### src/rtl/mem_fetch_unit.sv
// mem_fetch_unit: memory-side stage of the multicycle RV32 CPU.
// Holds PC, OldPC, the instruction register and the load-data register. It also runs one
// bus transaction per mem_start request over a valid/ready handshake. A transaction ends
// in one of three ways: completion, timeout, or an address/kind fault.
//
// Ports:
//   clk, reset              clock, asynchronous active-high reset
//   pc_write, pc_next       PC load request and value
//   mem_start               start one transaction (fetch, load or store)
//   adr_src, ir_write,      address select and transaction kind
//   mem_write
//   alu_addr, write_data    data address and store data
//   bus_*                   unified instruction/data bus (valid/ready)
//   pc, old_pc, instr       architectural fetch state
//   op, funct3, funct7b5    decode fields fed back to the control unit
//   data_reg                last load data
//   mem_busy                high while the request is on the bus
//   mem_done                one-cycle completion pulse
//   mem_fault               sticky fault flag
module mem_fetch_unit #(
  parameter int unsigned     XLEN     = 32,
  parameter logic [XLEN-1:0] RESET_PC = '0,
  parameter int unsigned     TIMEOUT  = 255
) (
  input  logic            clk,
  input  logic            reset,
  input  logic            pc_write,
  input  logic [XLEN-1:0] pc_next,
  input  logic            mem_start,
  input  logic            adr_src,
  input  logic            ir_write,
  input  logic            mem_write,
  input  logic [XLEN-1:0] alu_addr,
  input  logic [XLEN-1:0] write_data,
  output logic [XLEN-1:0] bus_addr,
  output logic [XLEN-1:0] bus_wdata,
  output logic            bus_we,
  output logic            bus_valid,
  input  logic            bus_ready,
  input  logic [XLEN-1:0] bus_rdata,
  output logic [XLEN-1:0] pc,
  output logic [XLEN-1:0] old_pc,
  output logic [31:0]     instr,
  output logic [6:0]      op,
  output logic [2:0]      funct3,
  output logic            funct7b5,
  output logic [XLEN-1:0] data_reg,
  output logic            mem_busy,
  output logic            mem_done,
  output logic            mem_fault
);

  localparam logic [31:0] Nop        = 32'h0000_0013;
  localparam logic [7:0]  TimeoutCnt = 8'(TIMEOUT);

  typedef enum logic [1:0] {
    StIdle,
    StReq,
    StDone,
    StFault
  } state_e;

  state_e          r_state;
  logic [XLEN-1:0] r_pc;
  logic [XLEN-1:0] r_old_pc;
  logic [31:0]     r_instr;
  logic [XLEN-1:0] r_data;
  logic [XLEN-1:0] r_addr;
  logic [XLEN-1:0] r_wdata;
  logic            r_we;
  logic            r_valid;
  logic            r_fetch;
  logic            r_store;
  logic [7:0]      r_cnt;
  logic            r_busy;
  logic            r_done;
  logic            r_fault;

  logic [XLEN-1:0] w_addr;
  logic            w_bad;
  logic [7:0]      w_cnt_inc;

  // Uses the PC value from before this edge, so a pc_write in the start cycle has no effect
  // on the fetch address.
  assign w_addr    = adr_src ? alu_addr : r_pc;
  assign w_bad     = (w_addr[1:0] != 2'b00) | (ir_write & mem_write);
  assign w_cnt_inc = r_cnt + 8'd1;

  // The PC can be loaded during a transaction, but not once the unit has faulted.
  always_ff @(posedge clk or posedge reset) begin
    if (reset) begin
      r_pc <= RESET_PC;
    end else if (pc_write && (r_state != StFault)) begin
      r_pc <= pc_next;
    end
  end

  always_ff @(posedge clk or posedge reset) begin
    if (reset) begin
      r_state  <= StIdle;
      r_old_pc <= '0;
      r_instr  <= Nop;
      r_data   <= '0;
      r_addr   <= '0;
      r_wdata  <= '0;
      r_we     <= 1'b0;
      r_valid  <= 1'b0;
      r_fetch  <= 1'b0;
      r_store  <= 1'b0;
      r_cnt    <= '0;
      r_busy   <= 1'b0;
      r_done   <= 1'b0;
      r_fault  <= 1'b0;
    end else begin
      unique case (r_state)
        StIdle: begin
          r_done <= 1'b0;
          if (mem_start) begin
            r_addr  <= w_addr;
            r_wdata <= write_data;
            r_fetch <= ir_write;
            r_store <= mem_write;
            r_cnt   <= '0;
            if (w_bad) begin
              // Bad requests never reach the bus.
              r_fault <= 1'b1;
              r_state <= StFault;
            end else begin
              r_valid <= 1'b1;
              r_we    <= mem_write;
              r_busy  <= 1'b1;
              r_state <= StReq;
            end
          end
        end
        StReq: begin
          // When ready arrives on the timeout edge, ready takes priority.
          if (bus_ready) begin
            r_valid <= 1'b0;
            r_we    <= 1'b0;
            r_busy  <= 1'b0;
            r_done  <= 1'b1;
            r_state <= StDone;
            if (r_fetch) begin
              r_instr  <= bus_rdata[31:0];
              r_old_pc <= r_addr;
            end else if (!r_store) begin
              r_data <= bus_rdata;
            end
          end else if (w_cnt_inc == TimeoutCnt) begin
            r_valid <= 1'b0;
            r_we    <= 1'b0;
            r_busy  <= 1'b0;
            r_fault <= 1'b1;
            r_state <= StFault;
          end else begin
            r_cnt <= w_cnt_inc;
          end
        end
        StDone: begin
          r_done  <= 1'b0;
          r_state <= StIdle;
        end
        StFault: begin
          r_valid <= 1'b0;
          r_we    <= 1'b0;
          r_busy  <= 1'b0;
          r_fault <= 1'b1;
        end
        default: r_state <= StIdle;
      endcase
    end
  end

  assign bus_addr  = r_addr;
  assign bus_wdata = r_wdata;
  assign bus_we    = r_we;
  assign bus_valid = r_valid;
  assign pc        = r_pc;
  assign old_pc    = r_old_pc;
  assign instr     = r_instr;
  assign op        = r_instr[6:0];
  assign funct3    = r_instr[14:12];
  assign funct7b5  = r_instr[30];
  assign data_reg  = r_data;
  assign mem_busy  = r_busy;
  assign mem_done  = r_done;
  assign mem_fault = r_fault;

endmodule
### config.mk
export PLATFORM = sky130hd
export DESIGN_NAME = mem_fetch_unit
export DESIGN_NICKNAME = d
export VERILOG_FILES = /design/src/rtl/mem_fetch_unit.sv
export SDC_FILE = /design/constraint.sdc
export NUM_CORES = 1
export LEC_CHECK = 0
export CAP_MARGIN = 40
export CORE_MARGIN = 10
export CORE_UTILIZATION = 35
export CTS_CLUSTER_DIAMETER = 120
export DETAILED_ROUTE_END_ITERATION = 12
export HOLD_SLACK_MARGIN = 0.1
export PLACE_DENSITY = 0.65
export SLEW_MARGIN = 10
export SYNTH_ARGS = -nofsm -noshare
export SYNTH_HDL_FRONTEND = slang
export SYNTH_SLANG_ARGS = --single-unit
export TNS_END_PERCENT = 1
### constraint.sdc
create_clock -name clk -period 19.5 [get_ports clk]
set_input_delay 2.925 -clock clk [delete_from_list [all_inputs] [get_ports clk]]
set_output_delay 2.925 -clock clk [all_outputs]
set_load 0.02 [all_outputs]
==> impl_metrics.sql, run 1 <==
INSERT INTO impl_metrics (metric_group, metric, value, unit) VALUES
('final_layout', 'nets', '1067', ''),
('power', 'power.leakage', '5.56', 'nW'),
('floorplan', 'core', '23500', 'sq um'),
('timing', 'setup_viol', '0', ''),
('floorplan', 'die_y', '175', 'um'),
('power', 'power-per-cell-area', '177', 'nW/um^2'),
('yosys', 'synth_top_cells_by_area', 'sky130_fd_sc_hd__dfrtp_1 61%, sky130_fd_sc_hd__mux2_2 22%, sky130_fd_sc_hd__mux2i_1 4.5%', ''),
('place', 'placedInstanceArea', '12200', 'sq um'),
('floorplan', 'die_outline_width', '175', 'um'),
('timing', 'fin_tns_setup', '0', 'ns'),
('clock_network', 'cts_hold_buf', '0', ''),
('clock_network', 'postCtsSetupRepairBufs', '0', ''),
('timing', 'achievable_freq', '218', 'MHz'),
('clock_network', 'tritoncts.num_buffers', '24', ''),
('floorplan', 'num_io_pins', '344', ''),
('worst_setup_path', 'critical_path.max_fanout', '3', ''),
('clock_network', 'ctsResizeCount', '0', ''),
('run', 'maxCapViolCount', '0', ''),
('yosys', 'post-synth-top-area-fraction', '61.0', '%'),
('timing', 'timing.slew.headroom', '48.0', '%'),
('floorplan', 'initial_utilization', '35.7', '%'),
('worst_setup_path', 'timing.critical_path.required', '16.57', 'ns'),
('floorplan', 'rows', '56', ''),
('clock_network', 'largest_buffer_count_on_any_clock_path', '3', ''),
('yosys', 'yosys.cell_count.top_type', 'sky130_fd_sc_hd__dfrtp_1', ''),
('global_route', 'via_count_of_the_first_global_routing_pass', '6471', ''),
('worst_setup_path', 'crit_buf_inv', '1', ''),
('yosys', 'ys_seq_area_share', '61.9', '%'),
('detailed_routing', 'ant_nets', '0', ''),
('yosys', 'ys_top_cells_by_count', '205 x sky130_fd_sc_hd__dfrtp_1, 164 x sky130_fd_sc_hd__mux2_2, 42 x sky130_fd_sc_hd__nand2_1, 38 x sky130_fd_sc_hd__mux2i_1, 37 x sky130_fd_sc_hd__o21ai_0', ''),
('worst_setup_path', 'crit_path_top_delay_cell', 'sky130_fd_sc_hd__clkdlybuf4s50_1', ''),
('timing', 'timing.final.hold_violations', '0', ''),
('yosys', 'ffs_latches_synth', '208', ''),
('detailed_routing', 'route.vias.total', '5911', ''),
('yosys', 'yosysWarnings', '0', ''),
('global_route', 'grt.total_usage', '16.7', '%'),
('yosys', 'avgSynthCellArea', '14.3', 'sq um'),
('place', 'gpl.final_weighted_congestion', '0.744', ''),
('yosys', 'ys_dominant_reg_cell', 'sky130_fd_sc_hd__dfrtp_1', ''),
('final_layout', 'non_filler_instance_count_after_layout', '1258', ''),
('clock_network', 'worst_skew_pair.late_latency', '0.52', 'ns'),
('worst_setup_path', 'timing.setup.critical_path_class', 'reg2out', ''),
('detailed_routing', 'post_drt_wl_per_cell', '20.9', 'um'),
('timing', 'worst_slack', '14.91', 'ns'),
('place', 'post-place-ws', '14.66', 'ns'),
('yosys', 'netlist_area', '8410', 'sq um'),
('global_route', 'grt_first_pass_wirelength', '40200', 'um'),
('detailed_routing', 'drc', '0', ''),
('worst_setup_path', 'timing.critical_path.max_delay_family', 'buffers and inverters', ''),
('worst_setup_path', 'cp_slowest_stage_delay', '0.61', 'ns'),
('clock_network', 'clock_sink_count', '208', ''),
('power', 'ir_drop', '105', 'uV'),
('timing', 'skew', '0.0210', 'ns'),
('run_status', 'run_status', 'finished clean', ''),
('final_layout', 'post_route_cells_drive_above_1_share', '23.1', '%'),
('yosys', 'yosys.cell_types.count', '34', ''),
('clock_network', 'tritoncts', 'yes', ''),
('final_layout', 'num_antenna_cells', '0', ''),
('place', 'portBuffers', '343', ''),
('worst_setup_path', 'start_kind', 'register', ''),
('floorplan', 'die_area', '30600', 'sq um'),
('global_route', 'grt_overflow', '0', ''),
('timing', 'tightest_slew', '0.781', 'ns'),
('detailed_routing', 'avgViaCountPerCell', '4.70', ''),
('timing', 'final-max-slew-violation-count', '0', ''),
('final_layout', 'areaGrowthSynthToFinish', '53.7', '%'),
('clock_network', 'ctsHtreeMaxLevel', '1', ''),
('global_route', 'antenna_found_initial', '1', ''),
('global_route', 'pin_count_of_the_biggest_net_entering_global_routing', '89', ''),
('timing', 'post-route-period-util', '23.6', '%'),
('clock_network', 'cts.clk_slew.worst_paths', '0.06', 'ns');
## power by group
part | leakage, nW | switching, mW | total, mW | internal (mW)
clock network | 0.353 | 0.175 | 0.422 | 0.247
logic | 2.67 | 0.536 | 1.10 | 0.560
registers | 2.53 | 0.127 | 0.764 | 0.637
total | 5.56 | 0.838 | 2.28 | 1.44
## path summary, 6_finish.rpt
check,startpoint,to,slack (ns),cells past startpoint
max in group asynchronous,reset,r_cnt[7],15.30,3
min in group asynchronous,reset,r_cnt[3],2.89,2
setup / recovery,instr[0],op[0],14.91,1
hold reg to reg,mem_fault,mem_fault,0.46,1
setup reg to reg,r_state[1],old_pc[27],17.24,5
hold / removal,mem_fault,mem_fault,0.46,1
## metal layers
| metal | track usage, % | part of all wire [%] | wire, um |
|---|---|---|---|
| met1 | 18.7 | 39 | 10100 |
| met2 | 27.1 | 47 | 12400 |
| met3 | 9.14 | 12 | 3230 |
| met4 | 4.10 | 2.1 | 551 |
| met5 | 0 | 0 | 0 |
## logic make-up (layout without fill, tap and decap cells)
logic type | after synthesis | count (layout) | share of synthesized area [%]
compound gates | 54 | 54 | 3.90
flops | 208 | 208 | 61.9
buf+inv | 46 | 396 | 2.63
simple gates | 69 | 69 | 3.65
fa+ha+maj | 8 | 8 | 1.19
xor+xnor | 2 | 2 | 0.208
mux | 202 | 202 | 26.5
## cells in the final DEF (no fill, tap or decap), drive strengths merged, types with 2 or more instances in the layout
cell type,synthesis,routed
clkdlybuf4s50,0,342
dfrtp,205,205
mux2,164,164
nand2,42,42
mux2i,38,38
clkbuf,21,38
o21ai,37,37
ha,8,8
buf,21,8
nor2,6,6
nand3,5,5
nand4,4,4
a22o,4,4
inv,4,4
nor2b,4,4
a21o,3,3
dfstp,3,3
nor3,3,3
a21oi,2,2
nand2b,2,2
clkinvlp,0,2
clkinv,0,2
## final cells by class
cell class	instances	area [sq um]
clock buffer	38	703
clock inverter	4	36.3
fill	2056	10600
tap	319	399
multi-input combinational	335	3010
inverter	4	22.5
timing repair buffer	350	3550
sequential	208	5210
## per-stage QoR
stage / util (%) / power (mW) / hold WS, ns
after floorplan: - / 1.31 / 0.481
after global placement: 51.4 / 1.86 / 0.450
after detailed placement: 51.8 / 1.88 / 0.447
after CTS: 54.9 / 2.32 / 0.461
after global routing: 54.9 / 2.42 / 0.493
final: 54.9 / 2.28 / 0.458
(Power assumes the default switching activity.)
==> run 2: changes to the inputs <==
==> constraint.sdc (replaced) <==
create_clock -name clk -period 4.31 [get_ports clk]
set_input_delay 0.6465 -clock clk [delete_from_list [all_inputs] [get_ports clk]]
set_output_delay 0.6465 -clock clk [all_outputs]
set_load 0.02 [all_outputs]
==> run 2 against run 1 <==
Wire length shrank 2.9%. Total power grew to 4.5 times the previous value. Global-route usage shrank 0.70 points. Clock-buffer cell count shrank 2. Via count grew 0.86%. Non-clock buffer count grew 3. Register-to-register slack lost 15 ns. Clock power grew to 4.7 times the previous value. Critical path depth grew 4. Core utilization grew 0.22 points. First-iteration DRC count shrank 2.9%. Combinational power grew to 4.5 times the previous value. Highest routed layer unchanged.
==> impl_metrics.sql, run 2 (synthesis gave the netlist of run 1 again) <==
INSERT INTO impl_metrics (metric_group, metric, value, unit) VALUES
('floorplan', 'die_outline_width', '175', 'um'),
('power', 'power.leakage', '5.59', 'nW'),
('detailed_routing', 'drt_pre_antenna_iters', '4', ''),
('clock_network', 'clock_sink_count', '208', ''),
('detailed_routing', 'ant_nets', '0', ''),
('place', 'gpl.final_weighted_congestion', '0.787', ''),
('run', 'maxCapViolCount', '0', ''),
('worst_setup_path', 'r2r-end', 'old_pc[31]', ''),
('clock_network', 'clock-root-buffer', 'sky130_fd_sc_hd__clkbuf_16', ''),
('detailed_routing', 'drt_iter0_drc', '202', ''),
('timing', 'post-route-min-period', '2.47', 'ns'),
('worst_setup_path', 'worstSetupEndpoint', 'old_pc[31]', ''),
('worst_setup_path', 'endpoint_kind', 'register', ''),
('worst_setup_path', 'crit_path_top_delay_cell', 'sky130_fd_sc_hd__nand3_4', ''),
('detailed_routing', 'drc', '0', ''),
('clock_network', 'cts.clk_slew.worst_paths', '0.06', 'ns'),
('clock_network', 'tritoncts.num_buffers', '24', ''),
('final_layout', 'final_util', '55.1', '%'),
('timing', 'achievable_freq', '405', 'MHz'),
('worst_setup_path', 'setup.worst_path.start', 'r_state[1]', ''),
('worst_setup_path', 'crit_buf_inv', '2', ''),
('detailed_routing', 'post_drt_wl_per_cell', '20.3', 'um'),
('worst_setup_path', 'critical_path.reg2reg.startpoint', 'r_state[1]', ''),
('clock_network', 'ctsResizeCount', '0', ''),
('timing', 'setup_viol', '0', ''),
('floorplan', 'num_io_pins', '344', ''),
('run_status', 'run_status', 'finished clean', ''),
('global_route', 'pin_count_of_the_biggest_net_entering_global_routing', '87', ''),
('floorplan', 'rows', '56', ''),
('final_layout', 'leading_cell_types_in_the_layout_fill_and_taps_excluded', '342 x sky130_fd_sc_hd__clkdlybuf4s50_1, 205 x sky130_fd_sc_hd__dfrtp_1, 164 x sky130_fd_sc_hd__mux2_2, 41 x sky130_fd_sc_hd__nand2_1, 38 x sky130_fd_sc_hd__mux2i_1', ''),
('timing', 'post-route-period-util', '57.3', '%'),
('power', 'power-per-cell-area', '799', 'nW/um^2'),
('clock_network', 'worst_skew_pair.late_latency', '0.51', 'ns'),
('timing', 'fin_tns_setup', '0', 'ns'),
('global_route', 'grt_first_pass_wirelength', '38600', 'um'),
('timing', 'final-max-slew-violation-count', '0', ''),
('worst_setup_path', 'reg2regPathDepth', '5', ''),
('timing', 'timing.slew.headroom', '55.1', '%'),
('final_layout', 'areaGrowthSynthToFinish', '54.3', '%'),
('floorplan', 'die_area', '30600', 'sq um'),
('timing', 'final.hold.worst_slack', '0.403', 'ns'),
('final_layout', 'fillers', '2069', ''),
('global_route', 'grt.total_usage', '16.0', '%'),
('clock_network', 'cts_hold_buf', '0', ''),
('worst_setup_path', 'timing.critical_path.max_delay_family', 'buffers and inverters', ''),
('detailed_routing', 'avgViaCountPerCell', '4.73', ''),
('clock_network', 'ctsHtreeMaxLevel', '1', ''),
('final_layout', 'post_route_cells_drive_above_1_share', '23.8', '%'),
('timing', 'skew', '0.0118', 'ns'),
('clock_network', 'tritoncts', 'yes', ''),
('clock_network', 'postCtsSetupRepairBufs', '0', ''),
('power', 'ir_drop', '410', 'uV'),
('global_route', 'antenna_found_initial', '0', ''),
('floorplan', 'core', '23500', 'sq um'),
('global_route', 'grt_overflow', '0', ''),
('detailed_routing', 'detail_route.wirelength', '25600', 'um'),
('final_layout', 'num_antenna_cells', '0', ''),
('floorplan', 'initial_utilization', '35.7', '%'),
('worst_setup_path', 'cp.depth', '5', ''),
('place', 'portBuffers', '343', ''),
('worst_hold_path', 'worstHoldPathType', 'in2async', ''),
('timing', 'setup_repair_after_global_routing_missed_its_margin', 'false', ''),
('worst_setup_path', 'cp_slowest_stage_delay', '0.54', 'ns'),
('worst_setup_path', 'timing.setup.critical_path_class', 'reg2reg', ''),
('worst_setup_path', 'r2r_setup_slack', '1.84', 'ns'),
('worst_setup_path', 'start_kind', 'register', ''),
('place', 'dp.final_hpwl', '19400', 'um'),
('timing', 'tightest_slew', '0.673', 'ns'),
('final_layout', 'layout_commonest_cell', 'sky130_fd_sc_hd__clkdlybuf4s50_1', ''),
('worst_setup_path', 'worst_ep_arrival', '2.86', 'ns'),
('worst_setup_path', 'critical_path_cell_by_cell', 'inv_1 > ha_1 > nand3_4 > buf_4 > mux2_2', ''),
('final_layout', 'nets', '1070', ''),
('worst_setup_path', 'critical_path.max_fanout', '33', ''),
('timing', 'timing.final.hold_violations', '0', ''),
('worst_setup_path', 'timing.critical_path.required', '4.69', 'ns'),
('global_route', 'via_count_of_the_first_global_routing_pass', '6268', ''),
('floorplan', 'die_y', '175', 'um'),
('detailed_routing', 'route.vias.total', '5962', ''),
('clock_network', 'largest_buffer_count_on_any_clock_path', '3', '');
==> run 2: cell types whose count changed in the layout (fill, tap and decap cells not counted), sizes merged <==
cell	delta
buf	+3
clkbuf	-2
clkinv	+2
bufinv	+1
clkinvlp	-1
inv	-1
==> run 2: power by group <==
part           internal [mW]  leakage (nW)  switching (mW)
clock network           1.23         0.393           0.774
logic                   2.53          2.67            2.38
registers               2.88          2.53           0.582
==> run 2: how the worst min path moves through the flow <==
stage	startpoint	to	slack (ns)	depth (start not counted)
floorplan	r_store	r_store	0.48	1
global placement	mem_fault	mem_fault	0.48	1
detailed placement	mem_fault	mem_fault	0.47	1
CTS	reset	pc[0]	0.38	2
global route	reset	pc[0]	0.39	2
finish	reset	pc[0]	0.40	2
==> run 2: layer usage <==
layer  up-vias  track usage (%)  part of all wire, %
met5         -                0                    0
met4         0             2.90                 0.92
met3        21             8.92                   13
met2       255             26.4                   48
met1      2948             17.8                   38
li1       2738                -                    -
==> run 2: final cells by class <==
cell class                 instances  area, sq um  share of cell area, %
multi-input combinational        335         3010                   23.2
clock inverter                     5         50.0                  0.386
tap                              319          399                   3.08
timing repair buffer             353         3550                   27.4
inverter                           4         18.8                  0.145
clock buffer                      36          737                   5.68
sequential                       208         5210                   40.1
==> run 2: through the flow <==
| stage | setup WS [ns] | std cells | cell area (sq um) | power (mW) |
|---|---|---|---|---|
| 3_5_place_dp | 1.45 | 1219 | 12200 | 8.48 |
| 5_1_grt | 1.59 | 1260 | 13000 | 11.0 |
| 3_3_place_gp | 1.51 | 1217 | 12200 | 8.42 |
| 2_1_floorplan | 0.966 | 589 | 8410 | 5.95 |
| 6_report | 1.84 | 1260 | 13000 | 10.4 |
| 4_1_cts | 1.76 | 1260 | 13000 | 10.5 |
==> run 3: changes to the inputs <==
--- a/config.mk
+++ b/config.mk
@@ -11,7 +11,7 @@
 export CTS_CLUSTER_DIAMETER = 120
 export DETAILED_ROUTE_END_ITERATION = 12
 export HOLD_SLACK_MARGIN = 0.1
-export PLACE_DENSITY = 0.65
+export PLACE_DENSITY = 0.68
 export SLEW_MARGIN = 10
 export SYNTH_ARGS = -nofsm -noshare
 export SYNTH_HDL_FRONTEND = slang
==> constraint.sdc (replaced) <==
create_clock -name clk -period 2.1 [get_ports clk]
set_input_delay 0.315 -clock clk [delete_from_list [all_inputs] [get_ports clk]]
set_output_delay 0.315 -clock clk [all_outputs]
set_load 0.02 [all_outputs]
==> run 3 against run 2 <==
Die area unchanged. Flip-flop and latch count unchanged. Largest cell class unchanged. Critical path depth rose by 1. Hold slack lost 0.093 ns. Sequential power up 100%. Clock-buffer cell count up 6. Wire length shrank 0.16%. Maximum frequency is 24% higher. Total power increased by 110%.
==> impl_metrics.sql, run 3 (synthesis gave the netlist of run 1 again) <==
INSERT INTO impl_metrics (metric_group, metric, value, unit) VALUES
('timing', 'setup_viol', '0', ''),
('timing', 'final-max-slew-violation-count', '0', ''),
('worst_setup_path', 'crit_path_top_delay_cell', 'sky130_fd_sc_hd__a2111o_1', ''),
('detailed_routing', 'ant_nets', '0', ''),
('detailed_routing', 'drt_iter0_drc', '243', ''),
('clock_network', 'ctsHtreeMaxLevel', '1', ''),
('global_route', 'pin_count_of_the_biggest_net_entering_global_routing', '66', ''),
('worst_setup_path', 'endpoint_kind', 'register', ''),
('global_route', 'antenna_found_initial', '0', ''),
('global_route', 'grt.total_usage', '16.2', '%'),
('detailed_routing', 'route.vias.total', '6032', ''),
('final_layout', 'num_antenna_cells', '0', ''),
('timing', 'setup_repair_after_global_routing_missed_its_margin', 'true', ''),
('final_layout', 'final_design_area_no_fill', '13200', 'sq um'),
('run', 'maxCapViolCount', '0', ''),
('detailed_routing', 'avgViaCountPerCell', '4.71', ''),
('floorplan', 'die_y', '175', 'um'),
('worst_setup_path', 'setup.worst_path.start', 'r_cnt[0]', ''),
('clock_network', 'largest_buffer_count_on_any_clock_path', '3', ''),
('timing', 'achievable_freq', '504', 'MHz'),
('final_layout', 'non_filler_instance_count_after_layout', '1280', ''),
('floorplan', 'die_outline_width', '175', 'um'),
('clock_network', 'clock-root-buffer', 'sky130_fd_sc_hd__clkbuf_16', ''),
('worst_setup_path', 'critical_path.max_fanout', '6', ''),
('worst_setup_path', 'cp_slowest_stage_delay', '0.48', 'ns'),
('worst_setup_path', 'crit_buf_inv', '0', ''),
('timing', 'timing.slew.headroom', '75.0', '%'),
('place', 'gpl.final_weighted_congestion', '0.801', ''),
('worst_setup_path', 'critical_path_cell_by_cell', 'ha_1 > nand3_1 > or3_1 > a2111o_1 > o2bb2ai_1 > a22o_1', ''),
('global_route', 'grt_first_pass_wirelength', '39600', 'um'),
('place', 'placedInstanceArea', '12400', 'sq um'),
('run_status', 'run_status', 'finished clean', ''),
('clock_network', 'tritoncts.num_buffers', '24', ''),
('timing', 'fin_tns_setup', '0', 'ns'),
('timing', 'tightest_slew', '0.375', 'ns'),
('detailed_routing', 'drc', '0', ''),
('power', 'power-per-cell-area', '1630', 'nW/um^2'),
('timing', 'post-route-min-period', '1.99', 'ns'),
('clock_network', 'tritoncts', 'yes', ''),
('worst_setup_path', 'timing.setup.critical_path_class', 'reg2reg', ''),
('clock_network', 'worst_skew_pair.late_latency', '0.51', 'ns'),
('worst_hold_path', 'worstHoldPathType', 'in2async', ''),
('worst_setup_path', 'worst_ep_arrival', '2.38', 'ns'),
('place', 'portBuffers', '343', ''),
('worst_setup_path', 'critical_path.reg2reg.startpoint', 'r_cnt[0]', ''),
('detailed_routing', 'detail_route.wirelength', '25500', 'um'),
('timing', 'skew', '0.00664', 'ns'),
('worst_setup_path', 'timing.critical_path.max_delay_family', 'compound AO/OA/AOI/OAI gates', ''),
('floorplan', 'die_area', '30600', 'sq um'),
('worst_setup_path', 'timing.critical_path.required', '2.49', 'ns'),
('clock_network', 'cts.clk_slew.worst_paths', '0.06', 'ns'),
('power', 'ir_drop', '930', 'uV'),
('place', 'dp.final_hpwl', '19300', 'um'),
('global_route', 'grt_overflow', '0', ''),
('detailed_routing', 'post_drt_wl_per_cell', '19.9', 'um'),
('place', 'numPlacedInstances', '1236', ''),
('clock_network', 'clock_sink_count', '208', ''),
('global_route', 'via_count_of_the_first_global_routing_pass', '6583', ''),
('final_layout', 'nets', '1087', ''),
('floorplan', 'rows', '56', ''),
('floorplan', 'core', '23500', 'sq um'),
('timing', 'timing.final.hold_violations', '0', ''),
('power', 'power.leakage', '5.72', 'nW'),
('floorplan', 'initial_utilization', '35.7', '%'),
('final_layout', 'areaGrowthSynthToFinish', '57.2', '%'),
('timing', 'post-route-period-util', '94.5', '%'),
('final_layout', 'post_route_cells_drive_above_1_share', '25.2', '%'),
('worst_setup_path', 'start_kind', 'register', ''),
('floorplan', 'num_io_pins', '344', ''),
('final_layout', 'layout_commonest_cell', 'sky130_fd_sc_hd__clkdlybuf4s50_1', ''),
('detailed_routing', 'drt_pre_antenna_iters', '4', ''),
('final_layout', 'leading_cell_types_in_the_layout_fill_and_taps_excluded', '342 x sky130_fd_sc_hd__clkdlybuf4s50_1, 205 x sky130_fd_sc_hd__dfrtp_1, 164 x sky130_fd_sc_hd__mux2_2, 41 x sky130_fd_sc_hd__nand2_1, 38 x sky130_fd_sc_hd__mux2i_1', '');
## run 3: worst min-delay path, delay by kind of cell
kind	cells	cell delay, ns
buffers and inverters	3	0.88
## run 3: final timing paths
kind                            cells past startpoint           end  slack [ns]
worst max register to register                      6        bus_we        0.11
min in group clk                                    4   bus_addr[0]        0.41
worst min-delay path                                3  bus_wdata[7]        0.31
max in group asynchronous                           3      instr[0]        1.42
worst max-delay path                                6        bus_we        0.11
worst min register to register                      1     mem_fault        0.46
## run 3: area by class of cell
class	count	area [sq um]
Clock buffer	42	779
Clock inverter	2	35.0
Fill cell	1997	10300
Inverter	4	18.8
Multi-Input combinational cell	335	3020
Sequential cell	208	5210
Tap cell	319	399
Timing Repair Buffer	370	3760
## run 3: per-stage QoR
stage / power [mW] / setup WS [ns] / hold slack [ns] / utilization [%]
finish: 21.6 / 0.115 / 0.310 / 56.1
detailed placement: 17.6 / 0.0672 / 0.451 / 52.6
global placement: 17.5 / 0.102 / 0.445 / 52.6
floorplan: 12.2 / -0.913 / 0.448 / -
CTS: 21.9 / 0.0508 / 0.312 / 56.1
global route: 22.9 / -0.0131 / 0.349 / 56.1
## run 3: what timing repair did
action,in CTS,in global routing
setup buffers,0,0
endpoints found under the hold margin,0,0
endpoints found under the setup margin,0,7
hold buffers,0,0
gates resized for setup,0,2
## run 3: routing by layer
metal / vias up / wire length (um) / GRT usage [%]
li1: 2784 / - / -
met1: 2991 / 9930 / 18.4
met2: 227 / 12400 / 27.2
met3: 30 / 2750 / 7.61
met4: 0 / 461 / 3.74
met5: - / 0 / 0
## run 3: power breakdown
| group | total [mW] | switching, mW | internal [mW] | leakage [nW] |
|---|---|---|---|---|
| combinational | 10.3 | 4.93 | 5.35 | 2.79 |
| clock | 4.23 | 1.61 | 2.62 | 0.400 |
| sequential | 7.10 | 1.18 | 5.92 | 2.53 |
| total | 21.6 | 7.72 | 13.9 | 5.72 |
